### src/rtl/cpu_pkg.sv
// Shared CPU constants: architectural register indices, datapath widths and
// the stack pointer reset value used by the register bank and write-register mux.
package cpu_pkg;

    localparam int DATA_W       = 32;
    localparam int ADDR_W       = 5;

    localparam int REG_ZERO     = 0;
    localparam int REG_SP       = 29;
    localparam int REG_RA       = 31;

    localparam int SP_RESET_VAL = 227;

endpackage

### src/rtl/reg_bypass_read.sv
// One read port of the register bank: register 0 forced to zero, same-cycle
// write data forwarded ahead of storage, otherwise the stored value.
module reg_bypass_read
    import cpu_pkg::*;
#(
    parameter int DATA_W = cpu_pkg::DATA_W,
    parameter int ADDR_W = cpu_pkg::ADDR_W,
    parameter int NREGS  = 1 << ADDR_W
) (
    input  logic [NREGS-1:0][DATA_W-1:0] regs_i,
    input  logic                         wr_en_i,
    input  logic [ADDR_W-1:0]            wr_addr_i,
    input  logic [DATA_W-1:0]            wr_data_i,
    input  logic [ADDR_W-1:0]            rd_addr_i,
    output logic [DATA_W-1:0]            rd_data_o
);

    // Forwarding lets a write and an operand capture on the same edge agree.
    always_comb begin
        rd_data_o = '0;
        if (rd_addr_i != ADDR_W'(REG_ZERO)) begin
            if (wr_en_i && (wr_addr_i == rd_addr_i)) begin
                rd_data_o = wr_data_i;
            end else begin
                rd_data_o = regs_i[rd_addr_i];
            end
        end
    end

endmodule

### src/rtl/reg_bank.sv
// Register file for the multicycle CPU: 32 architectural registers, one write
// port, two bypassed read ports captured into the A/B operand latches.
module reg_bank
    import cpu_pkg::*;
#(
    parameter int DATA_W   = cpu_pkg::DATA_W,
    parameter int ADDR_W   = cpu_pkg::ADDR_W,
    parameter int SP_RESET = cpu_pkg::SP_RESET_VAL
) (
    input  logic              clk,
    input  logic              reset,
    input  logic              wr_en,
    input  logic [ADDR_W-1:0] wr_addr,
    input  logic [DATA_W-1:0] wr_data,
    input  logic [ADDR_W-1:0] rd_addr_a,
    input  logic [ADDR_W-1:0] rd_addr_b,
    input  logic              ab_load,
    output logic [DATA_W-1:0] a_out,
    output logic [DATA_W-1:0] b_out,
    output logic [DATA_W-1:0] rd_a_raw,
    output logic              wr_zero_attempt
);

    localparam int NREGS = 1 << ADDR_W;

    logic [NREGS-1:0][DATA_W-1:0] regs_q;
    logic [DATA_W-1:0]            a_q, b_q;
    logic                         zero_wr_q;
    logic [DATA_W-1:0]            rd_a_d, rd_b_d;
    logic                         wr_is_zero;

    assign wr_is_zero = (wr_addr == ADDR_W'(REG_ZERO));

    reg_bypass_read #(.DATA_W(DATA_W), .ADDR_W(ADDR_W), .NREGS(NREGS)) u_read_a (
        .regs_i    (regs_q),
        .wr_en_i   (wr_en),
        .wr_addr_i (wr_addr),
        .wr_data_i (wr_data),
        .rd_addr_i (rd_addr_a),
        .rd_data_o (rd_a_d)
    );

    reg_bypass_read #(.DATA_W(DATA_W), .ADDR_W(ADDR_W), .NREGS(NREGS)) u_read_b (
        .regs_i    (regs_q),
        .wr_en_i   (wr_en),
        .wr_addr_i (wr_addr),
        .wr_data_i (wr_data),
        .rd_addr_i (rd_addr_b),
        .rd_data_o (rd_b_d)
    );

    // Register 0 is never written, so its reset value of zero is permanent.
    always_ff @(posedge clk or negedge reset) begin
        if (!reset) begin
            for (int i = 0; i < NREGS; i++) begin
                regs_q[i] <= '0;
            end
            regs_q[REG_SP] <= DATA_W'(SP_RESET);
        end else if (wr_en && !wr_is_zero) begin
            regs_q[wr_addr] <= wr_data;
        end
    end

    always_ff @(posedge clk or negedge reset) begin
        if (!reset) begin
            a_q       <= '0;
            b_q       <= '0;
            zero_wr_q <= 1'b0;
        end else begin
            if (ab_load) begin
                a_q <= rd_a_d;
                b_q <= rd_b_d;
            end
            if (wr_en && wr_is_zero) begin
                zero_wr_q <= 1'b1;
            end
        end
    end

    assign a_out           = a_q;
    assign b_out           = b_q;
    assign rd_a_raw        = rd_a_d;
    assign wr_zero_attempt = zero_wr_q;

endmodule

### config.mk
export PLATFORM = sky130hd
export DESIGN_NAME = reg_bank
export DESIGN_NICKNAME = d
export VERILOG_FILES = /design/src/rtl/cpu_pkg.sv /design/src/rtl/reg_bypass_read.sv /design/src/rtl/reg_bank.sv
export SDC_FILE = /design/constraint.sdc
export NUM_CORES = 2
export LEC_CHECK = 0
export CORE_UTILIZATION = 55
export CTS_BUF_LIST = sky130_fd_sc_hd__clkbuf_4 sky130_fd_sc_hd__clkbuf_8
export DETAILED_ROUTE_END_ITERATION = 16
export PLACE_DENSITY = 0.74
export RECOVER_POWER = 100
export SYNTH_ARGS = -nofsm -noshare
export SYNTH_HDL_FRONTEND = slang
export SYNTH_SLANG_ARGS = --single-unit
### constraint.sdc
create_clock -name clk -period 2.95 [get_ports clk]
set_clock_uncertainty 0.2 [all_clocks]
set_input_delay 0.4425 -clock clk [delete_from_list [all_inputs] [get_ports clk]]
set_output_delay 0.4425 -clock clk [all_outputs]
set_load 0.01 [all_outputs]
==> metrics.md <==
| Metric | Value |
|---|---|
| Outcome | `complete, but fails checks` |
| Failing checks | `hold timing, capacitance limit, slew limit, setup timing` |
| Non-Filler Instances | `5,845` |
| Routed wire per std cell | `31.9 um` |
| Dpl cells | `5,386` |
| Cell Int Power | `about 32,000 uW` |
| Max Cap Viol | `1` |
| Setup Viol. Count Final | `335` |
| Synth area leaders | `dfrtp_1 (47%), mux4_2 (19%), mux2_1 (14%)` |
| Critical Path Fanout Max | `6` |
| Max-slew violations | `19` |
| CP bufs+invs | `3` |
| Post-synth cell types | `58` |
| Synth top area share | `47.5%` |
| Main synth FF type | `dfrtp_1` |
| DRT iter0 DRCs | `4,551` |
| FF+latch count, synth | `1,089` |
| TritonRoute pass-1 iters | `6` |
| Combinational power share | `22.6%` |
| Most common cell in the netlist | `dfrtp_1` |
| Total leakage power | `0.0307 uW` |
| Max stage delay cell, worst path | `dlygate4sd3_1` |
| CP cell instances | `dlygate4sd3_1 > xnor2_1 > nand2_1 > or2_0 > clkbuf_1 > o2111ai_1 > and3_1 > buf_2` |
| Vias in the first global route | `41,200` |
| Total CTS buffers | `180` |
| Met1 wire length | `approximately 73 mm` |
| CTS Root Cell | `clkbuf_8` |
| Share of flip-flops with an asynchronous set or reset | `100%` |
| Element type at the critical path end | `output pin` |
| Crit path largest cell delay | `590 ps` |
| Worst hold slack | `-7.11 ps` |
| Syn Nets | `a little under 4,000` |
| Largest net degree at the start of global routing | `84` |
| CP required | `2310 ps` |
| Switching Fraction | `28.5%` |
| ANT nets after route | `0` |
| Clock transition at path regs | `~60 ps` |
| Slew headroom | `-49.6%` |
| Post-route DRC | `0` |
| Crit path time final | `3550 ps` |
| Chip width | `324 um` |
| Endpoints failing hold | `1` |
| Htree depth | `4` |
| Syn_area_per_cell | `around 15 um^2` |
| Arrival time at the worst endpoint | `2900 ps` |
| Post-synthesis cell count | `3,838` |
| Highest metal used | `met5` |
| Post-Syn Area | `roughly 57,000 um^2` |
| Startpoint class of the critical path | `primary input` |
| Fin Setup TNS | `-23,790 ps` |
| Vias per cell | `6.87` |
| Initial core utilization | `55.8%` |
| Initial antenna violation count | `2` |
| Final wirelength | `186 mm` |
| Post-synth EDFFs | `0` |
| Die Span Y | `324 um` |
| Wire length on met2 | `81.8 mm` |
| First-pass GRT wire length | `278 mm` |
| Post-synth top area cell | `dfrtp_1` |
| Area growth syn-to-layout | `21.0%` |
| Hold Crit Class | `primary input to register` |
| Rows | `117` |
| Setup WS post-layout | `-596 ps` |
| Ys Warns | `0` |
| Tightest Pin Transition | `about 2200 ps` |
| CP Class | `primary input to output pin` |
| Synth cell count leaders | `dfrtp_1 (1,084), mux2_1 (708), mux4_2 (478)` |
| Clock Power Share | `32.8%` |
| Post-synthesis sequential area ratio | `47.7%` |
| Gr usage total | `a little over a third` |
| Final Core Density | `~68%` |
| Fraction of layout cells with a size suffix above 1 | `between 40% and 50%` |
| DPL Wire Length | `115 mm` |
| R2R Setup Slk | `around 120 ps` |
| Die area | `105,000 um^2` |
| Worst-case clock buffer depth | `3` |
| Sink Count | `1,089` |
| Core area | `around 100,000 um^2` |
| Worst-Skew Late Latency | `about 900 ps` |
| VDD IR max | `0.000387 V` |
| RSZ-0062 raised after global routing | `yes` |
| Routability cong. | `~0.9` |
| Port Buffer Count | `147` |
| Layout Nets | `4,378` |
| # IOs | `148` |
| Grt total ovfl | `0` |
| Net switching power | `12,800 uW` |
| Seq pwr share | `44.6%` |
| Met3 WL | `21.9 mm` |
| Vias | `40,200` |
| Pre-CTS setup slack | `-1240 ps` |
| Crit path max-delay family | `buffers and inverters` |
| CTS tree | `done` |
| Final period util | `120%` |
| Power per cell area | `648 nW/um^2` |
| F_max | `282 MHz` |
## state kept, by name, indices dropped and copies added, names as in the netlist
| signal | count |
|---|---|
| regs_q | 1024 |
| a_out | 32 |
| b_out | 32 |
| wr_zero_attempt | 1 |
## logic make-up after synthesis
logic type	after synthesis	share of synthesized area (%)
mux	1668	42.1
flops	1089	47.7
buf+inv	445	3.29
compound gates	336	4.28
simple gates	291	2.54
xor+xnor	9	0.138
## through the flow
step / area (um^2) / power [uW]
floorplan: 57100 / 25600
global placement: 64000 / 28800
detailed placement: 64000 / 29300
CTS: 69700 / 44600
global route: 69100 / 46600
finish: 69100 / 44800
## final timing paths
| path | endpoint | from | depth (start not counted) |
|---|---|---|---|
| max in group asynchronous | regs_q[935]$_DFFE_PN1P_ | reset | 4 |
| worst max-delay path | rd_a_raw[16] | wr_addr[4] | 8 |
| worst min register to register | regs_q[26]$_DFFE_PN0P_ | regs_q[26]$_DFFE_PN0P_ | 0 |
| worst max register to register | a_out[11]$_DFFE_PN0P_ | regs_q[683]$_DFFE_PN0P_ | 14 |
| worst min-delay path | wr_zero_attempt$_DFFE_PN0P_ | wr_addr[2] | 4 |
| min in group asynchronous | regs_q[916]$_DFFE_PN0P_ | reset | 3 |
## cell type report
cell class / instances / area [um^2]
Clock inverter: 52 / 508
Multi-Input combinational cell: 2304 / 29500
Timing Repair Buffer: 742 / 6640
Fill cell: 6909 / 33200
Clock buffer: 278 / 3500
Antenna cell: 2 / 5.00
Tap cell: 1368 / 1710
Sequential cell: 1089 / 27300
Inverter: 10 / 38.8
## layout by cell type (no fill, tap or decap), types with 13 or more instances in the layout
cell type and count:
dfrtp_1 1084, mux2_1 682, mux4_2 478, buf_4 399
mux2_2 386, clkbuf_8 226, clkdlybuf4s50_1 100, mux2i_1 99
nand2_1 87, buf_12 82, clkbuf_4 75, o22ai_2 64
clkbuf_2 54, nor2_1 49, nor2b_1 33, buf_2 33
o211ai_1 32, a222oi_1 32, clkinv_2 31, clkbuf_1 29
o22ai_1 26, o22ai_4 20, a21oi_1 20, a211oi_1 18
mux2_4 17, a211oi_2 15, nor4_2 15, o2bb2ai_1 13
## worst min-delay path, cell delays in order
cell	delay, ps
dlymetal6s2s_1	120
buf_4	180
nor3_1	130
a21o_1	180
## per-layer routing
metal	global-route usage, %	vias up
met1	50.5	21200
met2	51.9	2525
met3	9.84	602
met5	0.272	-
li1	-	15900
met4	15.8	4
## power groups by stage
stage               Clock [uW]  Combinational (uW)  Sequential, uW
floorplan                    0                6180           19400
global placement             0                8890           19900
detailed placement           0                9150           20100
CTS                      14800                9900           19800
global route             15500               10800           20300
finish                   14700               10100           20000
## timing repair
item | in CTS | in global routing
pin swaps | 115 | 72
gates resized for setup | 345 | 75
endpoints found under the hold margin | 771 | 0
endpoints found under the setup margin | 32 | 34
gates cloned | 0 | 0
hold buffers | 4 | 0
setup buffers | 111 | 35
Note: power is estimated with default switching activity, not from simulation.
